### src/rtl/pipe_pkg.sv
// Shared types and constants for the five-stage pipeline controller.
package pipe_pkg;

  localparam int REG_W = 5;

  localparam int IF_ID  = 0;
  localparam int ID_EX  = 1;
  localparam int EX_MEM = 2;
  localparam int MEM_WB = 3;

  typedef enum logic [1:0] {
    RUN    = 2'd0,
    DRAIN  = 2'd1,
    HALTED = 2'd2
  } state_e;

endpackage

### src/rtl/hazard_detect.sv
// Load-use hazard equation between the IF/ID consumer and the ID/EX load.
module hazard_detect #(
  parameter int REG_W = pipe_pkg::REG_W
) (
  input  logic             if_id_valid,
  input  logic             id_ex_valid,
  input  logic             ex_mem_read,
  input  logic [REG_W-1:0] ex_rt,
  input  logic [REG_W-1:0] id_rs,
  input  logic [REG_W-1:0] id_rt,
  input  logic             id_uses_rs,
  input  logic             id_uses_rt,
  output logic             hazard
);

  // Register $0 is never a real dependency, so a load into it cannot stall.
  assign hazard = if_id_valid & id_ex_valid & ex_mem_read & (ex_rt != '0) &
                  ((id_uses_rs & (id_rs == ex_rt)) | (id_uses_rt & (id_rt == ex_rt)));

endmodule

### src/rtl/pipeline_ctrl.sv
// Hazard, flush and halt/drain sequencing for the five-stage MIPS pipeline.
// Optional performance counters are built when PERF_CNT_EN is defined.
module pipeline_ctrl #(
  parameter int REG_W = pipe_pkg::REG_W
`ifdef PERF_CNT_EN
  , parameter int CNT_W = 32
`endif
) (
  input  logic             clk,
  input  logic             reset,
  input  logic [REG_W-1:0] id_rs,
  input  logic [REG_W-1:0] id_rt,
  input  logic             id_uses_rs,
  input  logic             id_uses_rt,
  input  logic             ex_mem_read,
  input  logic [REG_W-1:0] ex_rt,
  input  logic             mem_branch_taken,
  input  logic             halt_req,
  output logic             pc_en,
  output logic             pc_sel_branch,
  output logic             if_id_en,
  output logic             if_id_flush,
  output logic             id_ex_bubble,
  output logic             ex_mem_flush,
  output logic             mem_en,
  output logic             wb_en,
  output logic             halted
`ifdef PERF_CNT_EN
  , output logic [CNT_W-1:0] stall_cnt
  , output logic [CNT_W-1:0] flush_cnt
  , output logic [CNT_W-1:0] retire_cnt
`endif
);

  import pipe_pkg::*;

  state_e     state_q, state_d;
  logic [3:0] v_q, v_d;
  logic       stalled_q, stalled_d;
  logic       hazard_s, taken_s, stall_s, fetch_s;

  hazard_detect #(.REG_W(REG_W)) u_hazard (
    .if_id_valid (v_q[IF_ID]),
    .id_ex_valid (v_q[ID_EX]),
    .ex_mem_read (ex_mem_read),
    .ex_rt       (ex_rt),
    .id_rs       (id_rs),
    .id_rt       (id_rt),
    .id_uses_rs  (id_uses_rs),
    .id_uses_rt  (id_uses_rt),
    .hazard      (hazard_s)
  );

  // Next valid bits and FSM state; a taken branch outranks a load-use stall.
  always_comb begin
    taken_s   = mem_branch_taken & v_q[EX_MEM];
    stall_s   = hazard_s & ~taken_s & ~stalled_q;
    stalled_d = stall_s;
    case (state_q)
      RUN:     fetch_s = ~taken_s;
      HALTED:  fetch_s = ~halt_req & ~taken_s;
      DRAIN:   fetch_s = 1'b0;
      default: fetch_s = 1'b0;
    endcase
    v_d[MEM_WB] = v_q[EX_MEM];
    v_d[EX_MEM] = v_q[ID_EX] & ~taken_s;
    v_d[ID_EX]  = v_q[IF_ID] & ~stall_s & ~taken_s;
    v_d[IF_ID]  = stall_s ? v_q[IF_ID] : fetch_s;
    state_d = state_q;
    case (state_q)
      RUN: begin
        if (halt_req && !stall_s) state_d = DRAIN;
        else                      state_d = RUN;
      end
      DRAIN: begin
        if (v_d == 4'b0000) state_d = HALTED;
        else                state_d = DRAIN;
      end
      HALTED: begin
        if (!halt_req) state_d = RUN;
        else           state_d = HALTED;
      end
      default: state_d = RUN;
    endcase
  end

  // Stage-enable and qualification outputs.
  always_comb begin
    pc_sel_branch = taken_s;
    if_id_flush   = taken_s;
    ex_mem_flush  = taken_s;
    id_ex_bubble  = stall_s | taken_s;
    if_id_en      = ~stall_s;
    pc_en         = taken_s | (~stall_s & (state_q == RUN));
    mem_en        = v_q[EX_MEM];
    wb_en         = v_q[MEM_WB];
    halted        = (state_q == HALTED);
  end

  // Control state registers.
  always_ff @(posedge clk or negedge reset) begin
    if (!reset) begin
      state_q   <= RUN;
      v_q       <= 4'b0000;
      stalled_q <= 1'b0;
    end else begin
      state_q   <= state_d;
      v_q       <= v_d;
      stalled_q <= stalled_d;
    end
  end

`ifdef PERF_CNT_EN
  logic [CNT_W-1:0] stall_cnt_q, stall_cnt_d;
  logic [CNT_W-1:0] flush_cnt_q, flush_cnt_d;
  logic [CNT_W-1:0] retire_cnt_q, retire_cnt_d;

  // Event counters, wrapping naturally at 2^CNT_W.
  always_comb begin
    stall_cnt_d  = stall_cnt_q  + (stall_s  ? CNT_W'(1) : CNT_W'(0));
    flush_cnt_d  = flush_cnt_q  + (taken_s  ? CNT_W'(1) : CNT_W'(0));
    retire_cnt_d = retire_cnt_q + (v_q[MEM_WB] ? CNT_W'(1) : CNT_W'(0));
  end

  // Counter registers.
  always_ff @(posedge clk or negedge reset) begin
    if (!reset) begin
      stall_cnt_q  <= '0;
      flush_cnt_q  <= '0;
      retire_cnt_q <= '0;
    end else begin
      stall_cnt_q  <= stall_cnt_d;
      flush_cnt_q  <= flush_cnt_d;
      retire_cnt_q <= retire_cnt_d;
    end
  end

  assign stall_cnt  = stall_cnt_q;
  assign flush_cnt  = flush_cnt_q;
  assign retire_cnt = retire_cnt_q;
`endif

endmodule

### config.mk
export PLATFORM = sky130hd
export DESIGN_NAME = pipeline_ctrl
export DESIGN_NICKNAME = d
export VERILOG_FILES = /design/src/rtl/pipe_pkg.sv /design/src/rtl/hazard_detect.sv /design/src/rtl/pipeline_ctrl.sv
export SDC_FILE = /design/constraint.sdc
export NUM_CORES = 1
export LEC_CHECK = 0
export BUFFER_PORTS_ARGS = -buffer_cell sky130_fd_sc_hd__clkbuf_2
export CAP_MARGIN = 40
export CORE_AREA = 10 10 47 49
export DETAILED_ROUTE_END_ITERATION = 7
export DIE_AREA = 0 0 57 59
export PLACE_DENSITY = 0.7
export REMOVE_ABC_BUFFERS = 1
export SYNTH_ARGS = -nofsm -noshare
export SYNTH_HDL_FRONTEND = slang
export SYNTH_SLANG_ARGS = --single-unit
### constraint.sdc
create_clock -name clk -period 1.5 [get_ports clk]
set_input_delay 0.075 -clock clk [delete_from_list [all_inputs] [get_ports clk]]
set_output_delay 0.075 -clock clk [all_outputs]
set_load 0.1 [all_outputs]
# == Word-level counts from Yosys, hierarchy flattened ==
# Cells that the tools add are included.
# W data, S select, Z words.
# classes
addsub,0
multipliers,0
div,0
magnitude_cmp,0
n_eq_ne,4
shift,0
mux,6
bitwise_logic,21
n_reduce_logical,5
# ops
cell,count
$and A1 B1 Y1,14
$eq A5 B5 Y1,2
$pmux W2 S3,1
$reduce_bool A5 Y1,1
$logic_not A4 Y1,1
$mux W2,2
$not A1 Y1,4
$or A1 B1 Y1,3
$eq A2 B1 Y1 const B,1
$eq A2 B2 Y1 const B,1
$logic_not A2 Y1,1
$mux W1,2
$pmux W1 S2,1
$logic_and A1 B1 Y1,1
$logic_not A1 Y1,1
# word_totals
ff_bits,7
latchBits,0
ram_bits,0
mem_bits_ro,0
in_bits,22
n_memories,0

# == Logic depth before layout (Yosys ltp) ==
# Gate-level depths: netlist of run 1.
# logic_depth
depth_word,12
ltp_mapped,4
depth_no_buf,4

# == Modules after synthesis ==
# From an unflattened synthesis of run 1, not the netlist that was laid out.
# unflattened
hier_cells,46
hier_area_um2,454.2
# modules_own_cells
mod,instances,cells_each,area_per_inst_um2,seq_area_each_um2
pipeline_ctrl,1,29,322.8,175.2
hazard_detect,1,17,131.4,0.0

# == Worst setup path after synthesis of run 1 ==
# Ideal clock, no wire load.
# synth_timing
path_type,register -> output
start,register v_q[2]
end,output port pc_en
arrival_time_ns,3.426
slack_ns,-2.001
stages_incl_launch_ff,5
path_cell_list,dfrtp_1 > nand2_1 > inv_1 > nor2_1 > a21oi_1
# synth_between
elab_chain_cells,7
# synth_rtl
item,line,text
"start, declared",pipeline_ctrl.sv:38,"logic [3:0] v_q, v_d;"
"start signal, assigned",pipeline_ctrl.sv:108,v_q <= v_d;
$and A1 B1 Y1 (*),pipeline_ctrl.sv:56,taken_s = mem_branch_taken & v_q[EX_MEM];
net ex_mem_flush,pipeline_ctrl.sv:24,"output logic ex_mem_flush,"
$not A1 Y1,pipeline_ctrl.sv:57,stall_s = hazard_s & ~taken_s & ~stalled_q;
$and A1 B1 Y1 (2 in a row),pipeline_ctrl.sv:57,
$not A1 Y1,pipeline_ctrl.sv:94,pc_en = taken_s | (~stall_s & (state_q == RUN));
$and A1 B1 Y1,pipeline_ctrl.sv:94,
$or A1 B1 Y1 (*),pipeline_ctrl.sv:94,
"end, declared",pipeline_ctrl.sv:19,"output logic pc_en,"
# Mark *: on every way through the listed nets, which the timed path passes. The rest lies on a longest branch.

# == Final worst setup path of run 1 ==
# layout_timing
start,register v_q[0]
end,output port pc_en
# layout_between
elab_chain_cells,9
# layout_rtl
item,line,text
$and A1 B1 Y1 (4 in a row),hazard_detect.sv:17,assign hazard = if_id_valid & id_ex_valid & ex_mem_read & (ex_rt != '0) &
$and A1 B1 Y1 (2 in a row),pipeline_ctrl.sv:57,
$not A1 Y1,pipeline_ctrl.sv:94,
$and A1 B1 Y1,pipeline_ctrl.sv:94,
$or A1 B1 Y1,pipeline_ctrl.sv:94,
# No other way between the ends.

==> flow_summary.json, run 1 <==
{
  "status": "completed",
  "report.final.setup_viol": 0,
  "end_kind": "output port",
  "finalHoldViolations": 0,
  "final_common_cell": "clkbuf_2",
  "fin_nets": 112,
  "drive_gt1_frac": 0.551,
  "grtUsageMet1": 0.0967,
  "min_period_ns": 1.49,
  "clkLatencyLatePin_ns": 0.26,
  "yosys.cell_types.count": 21,
  "hold_class": "in2reg",
  "grt_remaining_overflow": 0,
  "cp.arrival_ns": 1.41,
  "gr-usage-all-layers": 0.0931,
  "grtUsageMet2": 0.141,
  "first_global_vias": 600,
  "cts_inserted_buffers": 3,
  "ys_seq_elements": 7,
  "power_density_nw_per_um2": 2060,
  "hpwlAfterDp_mm": 1.22,
  "syn-mean-instance-area_um2": 9.53,
  "cp_slowest_stage_delay_ns": 0.40,
  "htree_levels": 1,
  "path_clk_slew_ns": 0.05,
  "die_h_um": 59,
  "fp.dieArea_um2": 3360,
  "mostFrequentLayoutCells": "23 x clkbuf_2, 10 x xnor2_1, 10 x buf_4, 6 x nand2_1, 6 x dfrtp_1",
  "r2r_end": "v_q[0]",
  "crit_fanout": 4,
  "rsz0062_at_grt": "yes",
  "total_power_mw": 1.61,
  "syn-cell-area_um2": 477,
  "grt_max_degree": 8,
  "fmax_ghz": 0.673,
  "crit_required_ns": 1.42,
  "row_count": 14,
  "crit_slowest_cell": "dfrtp_1",
  "regToRegSetupSlack_ns": 0.29,
  "cp_cell_sequence": "and3b_2 -> o211a_4 -> a21oi_2 -> buf_12",
  "area_growth_pct": 64.6,
  "drv_cap": 0,
  "worst_pin_slew_ns": 0.545,
  "postRouteAntennaNets": 0,
  "drc_errors": 0,
  "post_drt_wl_per_cell_um": 14.6,
  "cts_tree": "built",
  "crit_path_end": "pc_en",
  "critPathLaunchType": "flop",
  "criticalPathCategory": "reg2out",
  "root_buffer": "clkbuf_4",
  "power_leakage_nw": 0.383,
  "synth_cells": 50,
  "design.portCount": 31,
  "busiest_layer": "met2",
  "ir_drop_v": 0.00119,
  "vias": 502,
  "crit_start": "v_q[0]",
  "via_per_inst": 4.78,
  "r2r-start": "v_q[0]",
  "n_antenna_cell": 0,
  "die_w_um": 57,
  "period_share": 0.990,
  "fin_util": 0.560,
  "start_util": 0.340,
  "layout_setup_ws_ns": 0.0143,
  "core_area_um2": 1400,
  "io_buffers": 30,
  "cts.sinks": 7,
  "wl_mm": 1.53,
  "gp_congestion": 0.773,
  "reg2regPathDepth": 4,
  "clockBufferDepth": 2,
  "holdWs_ns": 0.0939,
  "grt_pass1_wl_mm": 2.52,
  "grt_use_met3": 0.0601,
  "yosys_warnings": 0,
  "firstDrtPassIters": 4,
  "antenna_found_initial": 0,
  "pre_cts_slack_ns": 0.00211,
  "ys_seq_area_frac": 0.367,
  "slew_viol_final": 0,
  "detail_route.iter0.violations": 3,
  "finClkSkew_ns": 0.00265,
  "relSlewSlack": 0.638
}
==> synthesized netlist by cell type <==
cell      number  area (µm²)
inv_1          1        3.75
buf_4          2        15.0
dfrtp_1        7         175
o211a_4        1        17.5
nor3b_1        1        7.51
xnor2_1       10        87.6
nor2_1         2        7.51
nor2b_1        3        18.8
nand4_1        2        12.5
a22o_1         2        17.5
nor3_1         1        5.00
and3b_1        1        8.76
o22ai_1        1        6.26
o211ai_1       1        7.51
nand2_1        6        22.5
a21o_2         1        8.76
a21boi_0       1        7.51
a21oi_1        4        20.0
o221ai_1       1        8.76
and2_2         1        7.51
or4_4          1        11.3
==> layout make-up <==
class	count	area [µm²]
Fill cell	144	617
Clock buffer	4	26.3
Tap cell	16	20.0
Inverter	1	3.75
Sequential cell	7	176
Multi-Input combinational cell	40	298
Timing Repair Buffer	37	260
==> state kept, by name, indices dropped and copies added, names as in the netlist <==
register and flops:
v_q 4, stalled_q 1, state_q 2
==> cells by family after synthesis <==
logic type	count (synthesis)	synth area share
XOR/XNOR	10	0.184
AND/OR/NAND/NOR	18	0.213
flip-flops	7	0.367
buffers and inverters	3	0.0394
AO/OA/AOI/OAI	12	0.197
==> report_power, final <==
| part | switching, mW | leakage (nW) | internal, mW |
|---|---|---|---|
| Clock | 0.0737 | 0.0150 | 0.102 |
| Combinational | 0.763 | 0.280 | 0.345 |
| Sequential | 0.0654 | 0.0878 | 0.265 |
| Total | 0.902 | 0.383 | 0.712 |
==> worst min path at each step <==
stage | startpoint | end | slack (ns) | cells after the start
6_report | halt_req | state_q[1] | 0.09 | 2
5_1_grt | halt_req | state_q[1] | 0.11 | 2
4_1_cts | halt_req | state_q[1] | 0.08 | 2
3_5_place_dp | reset | stalled_q | -0.08 | 1
3_3_place_gp | reset | stalled_q | -0.08 | 1
2_1_floorplan | reset | stalled_q | -0.22 | 0
==> through the flow <==
| step | TNS [ns] | area (µm²) | std cells |
|---|---|---|---|
| 3_3_place_gp | 0 | 717 | 98 |
| 2_1_floorplan | -12.28 | 462 | 48 |
| 4_1_cts | -0.0542 | 763 | 103 |
| 5_1_grt | -0.0539 | 785 | 105 |
| 6_report | 0 | 785 | 105 |
| 3_5_place_dp | 0 | 717 | 98 |
==> critical path: cells and delay by family, from the launching register on <==
family	cells	cell delay (ns)
compound gates	2	0.33
buf+inv	1	0.20
simple gates	1	0.22
flops	1	0.40
==> layer usage <==
layer	up-vias	part of all wire
met5	-	0
met4	0	0.018
met3	3	0.15
met2	28	0.42
met1	217	0.42
li1	254	-
==> repair_timing <==
action	4_1_cts	5_1_grt
cloned	0	0
buffers inserted	0	2
gates resized for setup	3	4
endpoints found under the setup margin	3	2
hold endpoints to repair	7	0
pin swaps	0	2
hold buffers	1	0
Note: power is estimated with default switching activity, not from simulation.
==> run 2: changes to the inputs <==
--- a/config.mk
+++ b/config.mk
@@ -5,12 +5,14 @@
 export SDC_FILE = /design/constraint.sdc
 export NUM_CORES = 1
 export LEC_CHECK = 0
+export ABC_AREA = 1
 export BUFFER_PORTS_ARGS = -buffer_cell sky130_fd_sc_hd__clkbuf_2
 export CAP_MARGIN = 40
-export CORE_AREA = 10 10 47 49
+export CORE_MARGIN = 10
+export CORE_UTILIZATION = 43
 export DETAILED_ROUTE_END_ITERATION = 7
-export DIE_AREA = 0 0 57 59
-export PLACE_DENSITY = 0.7
+export GPL_ROUTABILITY_DRIVEN = 0
+export PLACE_DENSITY = 0.77
 export REMOVE_ABC_BUFFERS = 1
 export SYNTH_ARGS = -nofsm -noshare
 export SYNTH_HDL_FRONTEND = slang
==> run 2 against run 1 <==
The run now ends with negative setup slack left. Count of clock-buffer cells in the layout stayed put. Design area rose by 15%. Sequential share of layout area shrank 3.0 points. Largest cell class unchanged. Total power is 2.1% higher.
==> flow_summary.json, run 2 <==
{
  "syn-cell-area_um2": 587,
  "synth_largest_area_cell": "dfrtp_1",
  "first_global_vias": 652,
  "clkLatencyLatePin_ns": 0.25,
  "end_kind": "output port",
  "grt_pass1_wl_mm": 2.74,
  "crit_required_ns": 1.42,
  "finClkSkew_ns": 0.00321,
  "largest_registers": "v_q (4), state_q (2), stalled_q (1)",
  "largest_register": "v_q",
  "cts.sinks": 7,
  "hold_class": "in2reg",
  "synth_edf_count": 0,
  "yosys_warnings": 0,
  "grt_max_degree": 8,
  "ir_drop_v": 0.00130,
  "yosysMostFrequentCell": "nand2_1",
  "area_growth_pct": 53.1,
  "antenna_found_initial": 0,
  "finalHoldViolations": 0,
  "synthFlopType": "dfrtp_1",
  "cp.arrival_ns": 1.50,
  "synth_top_area_frac": 0.299,
  "hpwlAfterDp_mm": 1.38,
  "n_antenna_cell": 0,
  "grt_remaining_overflow": 0,
  "cts_inserted_buffers": 3,
  "largest_reg_flops": 4,
  "core_area_um2": 1300,
  "clockBufferDepth": 2,
  "postRouteAntennaNets": 0,
  "detail_route.iter0.violations": 3,
  "ys_seq_elements": 7,
  "start_util": 0.451,
  "ys_seq_area_frac": 0.299,
  "fin_nets": 153,
  "row_count": 13,
  "vias": 650,
  "fmax_ghz": 0.636,
  "firstDrtPassIters": 4,
  "period_share": 1.05,
  "mostFrequentLayoutCells": "35 x nand2_1, 23 x clkbuf_2, 14 x inv_1, 10 x nor2_1, 8 x buf_4",
  "criticalPathCategory": "reg2out",
  "drc_errors": 0,
  "syn-mean-instance-area_um2": 6.38,
  "htree_levels": 1,
  "slew_viol_final": 0,
  "design.portCount": 31,
  "final_common_cell": "nand2_1",
  "post_drt_wl_per_cell_um": 11.8,
  "io_buffers": 30,
  "drv_cap": 0,
  "min_period_ns": 1.57,
  "cts_tree": "built",
  "wl_mm": 1.72,
  "total_power_mw": 1.65,
  "die_w_um": 56.9,
  "critPathLaunchType": "flop",
  "relSlewSlack": 0.638,
  "rsz0062_at_grt": "yes",
  "crit_fanout": 4,
  "gr-usage-all-layers": 0.102,
  "fin_util": 0.690,
  "fp.dieArea_um2": 3240,
  "power_density_nw_per_um2": 1830,
  "via_per_inst": 4.48,
  "finalSetupTns_ns": -0.0952,
  "synth_common_cells": "35 x nand2_1, 14 x inv_1, 10 x nor2_1",
  "drive_gt1_frac": 0.423,
  "netlist_top_cells_area": "dfrtp_1 30%, nand2_1 22%, inv_1 9.0%, nor2_1 6.4%, nand2_4 5.8%",
  "die_h_um": 56.9,
  "ys_async_sr_fraction": 1.00,
  "layout_setup_ws_ns": -0.0730,
  "report.final.setup_viol": 3,
  "violations": "negative setup slack",
  "worst_pin_slew_ns": 0.546,
  "synth_cells": 92,
  "yosys.cell_types.count": 18,
  "status": "finished, violations left",
  "power_leakage_nw": 0.576,
  "root_buffer": "clkbuf_4",
  "path_clk_slew_ns": 0.05
}
==> run 2: area by class of cell <==
cell class / count / area (µm²)
Clock buffer: 4 / 26.3
Multi-Input combinational cell: 63 / 342
Fill cell: 118 / 403
Sequential cell: 7 / 175
Tap cell: 15 / 18.8
Timing Repair Buffer: 36 / 256
Inverter: 20 / 80.1
==> run 2: power by group <==
group / switching, mW / leakage, nW / total [mW] / internal (mW)
Sequential: 0.0694 / 0.0892 / 0.330 / 0.260
Clock: 0.0683 / 0.0150 / 0.170 / 0.101
Combinational: 0.806 / 0.472 / 1.15 / 0.343
Total: 0.944 / 0.576 / 1.65 / 0.704
==> run 2: worst paths after layout <==
path / startpoint / end / slack (ns) / cells past startpoint
min in group asynchronous: reset / v_q[2] / 0.21 / 2
min: halt_req / state_q[1] / 0.07 / 3
min reg2reg: v_q[2] / v_q[3] / 0.55 / 1
max: v_q[2] / pc_en / -0.07 / 9
max in group asynchronous: reset / state_q[1] / 1.12 / 2
max reg2reg: v_q[2] / state_q[1] / 0.16 / 11
==> run 2: per-stage QoR <==
step	cell area (µm²)	hold WS (ns)	std cells	worst slack [ns]
6_report	898	0.0674	145	-0.0730
5_1_grt	898	0.0763	145	-0.158
4_1_cts	866	0.0617	143	-0.0736
3_5_place_dp	811	-0.0773	137	0.0916
3_3_place_gp	811	-0.0784	137	0.111
2_1_floorplan	572	-0.221	90	-2.24
==> run 2: metal layers <==
layer,wire [µm],global-route usage
met1,527,0.0849
met3,122,0.0487
met2,1070,0.212
met4,0,0.0101
met5,0,0
==> run 2: worst max-delay path, stage by stage, from the launching register on <==
cell     delay, ns
dfrtp_1       0.38
nand2_4       0.08
inv_6         0.07
nor2_8        0.03
nand4_4       0.06
nor2_4        0.04
nand2_4       0.09
inv_2         0.05
o31ai_4       0.22
buf_12        0.21
==> run 2: logic make-up (layout without fill, tap and decap cells) <==
kind of cell / count (synthesis) / after routing / synth area share
buffers and inverters: 22 / 60 / 0.158
DFF: 7 / 7 / 0.299
AOI/OAI and AO/OA: 1 / 1 / 0.0213
and+or+nand+nor: 62 / 62 / 0.522
==> run 2: what timing repair did <==
| action | 4_1_cts | 5_1_grt |
|---|---|---|
| endpoints found under the setup margin | 2 | 3 |
| pin swaps | 1 | 0 |
| hold endpoints to repair | 7 | 0 |
| resized for setup | 2 | 3 |
| hold buffers | 1 | 0 |
| buffers inserted | 1 | 2 |
==> run 3: changes to the inputs <==
--- a/config.mk
+++ b/config.mk
@@ -8,7 +8,7 @@
 export ABC_AREA = 1
 export BUFFER_PORTS_ARGS = -buffer_cell sky130_fd_sc_hd__clkbuf_2
 export CAP_MARGIN = 40
-export CORE_MARGIN = 10
+export CORE_MARGIN = 2
 export CORE_UTILIZATION = 43
 export DETAILED_ROUTE_END_ITERATION = 7
 export GPL_ROUTABILITY_DRIVEN = 0
@@ -16,4 +16,5 @@
 export REMOVE_ABC_BUFFERS = 1
 export SYNTH_ARGS = -nofsm -noshare
 export SYNTH_HDL_FRONTEND = slang
+export SYNTH_HIERARCHICAL = 1
 export SYNTH_SLANG_ARGS = --single-unit
==> run 3 against run 2 <==
The flow now finishes without violations. First-iteration DRC count is 130% higher. Fmax increased by 9.0%. Critical path depth fell by 3. Clock power hardly changed. Sequential cell count unchanged.
==> flow_summary.json, run 3 <==
{
  "status": "completed",
  "vias": 685,
  "ir_drop_v": 0.00156,
  "mostFrequentLayoutCells": "37 x nand2_1, 24 x clkbuf_2, 18 x inv_1, 12 x nor2_1, 7 x dfrtp_1",
  "grt_pass1_wl_mm": 2.17,
  "via_per_inst": 4.51,
  "firstDrtPassIters": 4,
  "die_w_um": 41.1,
  "layout_setup_ws_ns": 0.0575,
  "largest_register": "v_q",
  "die_h_um": 41.1,
  "finalHoldViolations": 0,
  "cts_tree": "built",
  "grt_remaining_overflow": 0,
  "path_clk_slew_ns": 0.05,
  "wl_mm": 1.44,
  "yosysMostFrequentCell": "nand2_1",
  "crit_path_end": "id_ex_bubble",
  "finClkSkew_ns": 0.000596,
  "fin_nets": 160,
  "synth_largest_area_cell": "dfrtp_1",
  "worst_pin_slew_ns": 0.545,
  "netlist_top_cells_area": "dfrtp_1 30%, nand2_1 23%, inv_1 11%, nor2_1 7.6%, nand3_1 4.2%",
  "power_density_nw_per_um2": 1780,
  "report.final.setup_viol": 0,
  "synth_edf_count": 0,
  "yosys_warnings": 6,
  "detail_route.iter0.violations": 7,
  "synthFlopType": "dfrtp_1",
  "n_antenna_cell": 0,
  "crit_required_ns": 1.42,
  "crit_start": "v_q[0]",
  "ys_seq_area_frac": 0.295,
  "row_count": 13,
  "core_area_um2": 1300,
  "power_leakage_nw": 0.580,
  "largest_registers": "v_q (4), state_q (2), stalled_q (1)",
  "criticalPathCategory": "reg2out",
  "min_period_ns": 1.44,
  "stdcell_count": 152,
  "drive_gt1_frac": 0.394,
  "antenna_found_initial": 0,
  "fin_util": 0.704,
  "end_kind": "output port",
  "cts_inserted_buffers": 3,
  "first_global_vias": 595,
  "post_drt_wl_per_cell_um": 9.48,
  "fmax_ghz": 0.693,
  "io_buffers": 30,
  "yosys.cell_types.count": 14,
  "synth_cells": 99,
  "design.portCount": 31,
  "drc_errors": 0,
  "pre_cts_slack_ns": 0.0186,
  "ys_seq_elements": 7,
  "ys_async_sr_fraction": 1.00,
  "area_growth_pct": 54.4,
  "root_buffer": "clkbuf_4",
  "period_share": 0.962,
  "crit_fanout": 2,
  "drv_cap": 0,
  "placed_area_um2": 837,
  "clockBufferDepth": 2,
  "dp_cells": 142,
  "r2r-start": "v_q[0]",
  "holdWs_ns": 0.0902,
  "cts.sinks": 7,
  "syn-mean-instance-area_um2": 5.99,
  "start_util": 0.456,
  "postRouteAntennaNets": 0,
  "final_common_cell": "nand2_1",
  "relSlewSlack": 0.638,
  "cp.arrival_ns": 1.37,
  "total_power_mw": 1.63,
  "grt_max_degree": 8,
  "clkLatencyLatePin_ns": 0.25,
  "finalSetupTns_ns": 0,
  "r2r_end": "state_q[0]",
  "hold_class": "in2reg",
  "syn-cell-area_um2": 593,
  "fp.dieArea_um2": 1690,
  "regToRegSetupSlack_ns": 0.12,
  "synth_top_area_frac": 0.295,
  "gr-usage-all-layers": 0.196,
  "hpwlAfterDp_mm": 1.04,
  "largest_reg_flops": 4,
  "fin_area_um2": 916,
  "critPathLaunchType": "flop",
  "synth_common_cells": "37 x nand2_1, 18 x inv_1, 12 x nor2_1",
  "reg2regPathDepth": 10,
  "htree_levels": 1,
  "slew_viol_final": 0
}
-- run 3: worst min-delay path by stage --
| stage | start | end | slack [ns] | depth (start not counted) |
|---|---|---|---|---|
| finish | halt_req | state_q[1] | 0.09 | 3 |
| detailed placement | reset | state_q[1] | -0.08 | 1 |
| global placement | reset | state_q[1] | -0.08 | 1 |
| CTS | halt_req | state_q[1] | 0.07 | 3 |
| floorplan | reset | stalled_q | -0.22 | 0 |
| global route | halt_req | state_q[1] | 0.09 | 3 |
-- run 3: worst max-delay path, cell delays in order, from the launching register on --
cell and delay [ns]:
dfrtp_1 0.36, nand4_1 0.11, a21oi_2 0.19, buf_4 0.15
nand2_2 0.06, nand2_4 0.08, buf_12 0.17
-- run 3: area by class of cell --
type / count / area [µm²]
inverters: 24 / 90.1
flip-flops and latches: 7 / 175
clock inverters: 1 / 5.00
fillers: 106 / 385
clock buffers: 3 / 22.5
repair buffers: 36 / 288
multi-input cells: 66 / 317
well taps: 15 / 18.8
-- run 3: power breakdown --
group / internal [mW] / switching, mW / leakage (nW)
sequential: 0.260 / 0.0554 / 0.0892
combinational: 0.341 / 0.805 / 0.473
clock: 0.0973 / 0.0706 / 0.0177
-- run 3: logic make-up (layout without fill, tap and decap cells) --
group                  after synthesis  in the layout  synth area share
AO/OA/AOI/OAI                        2              2            0.0169
buffers and inverters               26             64             0.177
flip-flops                           7              7             0.295
AND/OR/NAND/NOR                     64             64             0.511
-- run 3: timing repair --
action,CTS,global route
endpoints found under the setup margin,1,4
gates resized for setup,1,0
buffers inserted,3,2
pin swaps,1,0
endpoints found under the hold margin,7,0
hold buffers,1,0
-- run 3: routing by layer --
metal	track usage	up-vias	part of all wire
met5	0	-	0
met4	0.0726	0	0.0062
met3	0.0380	2	0.062
met2	0.383	17	0.53
met1	0.199	301	0.40
li1	-	365	-
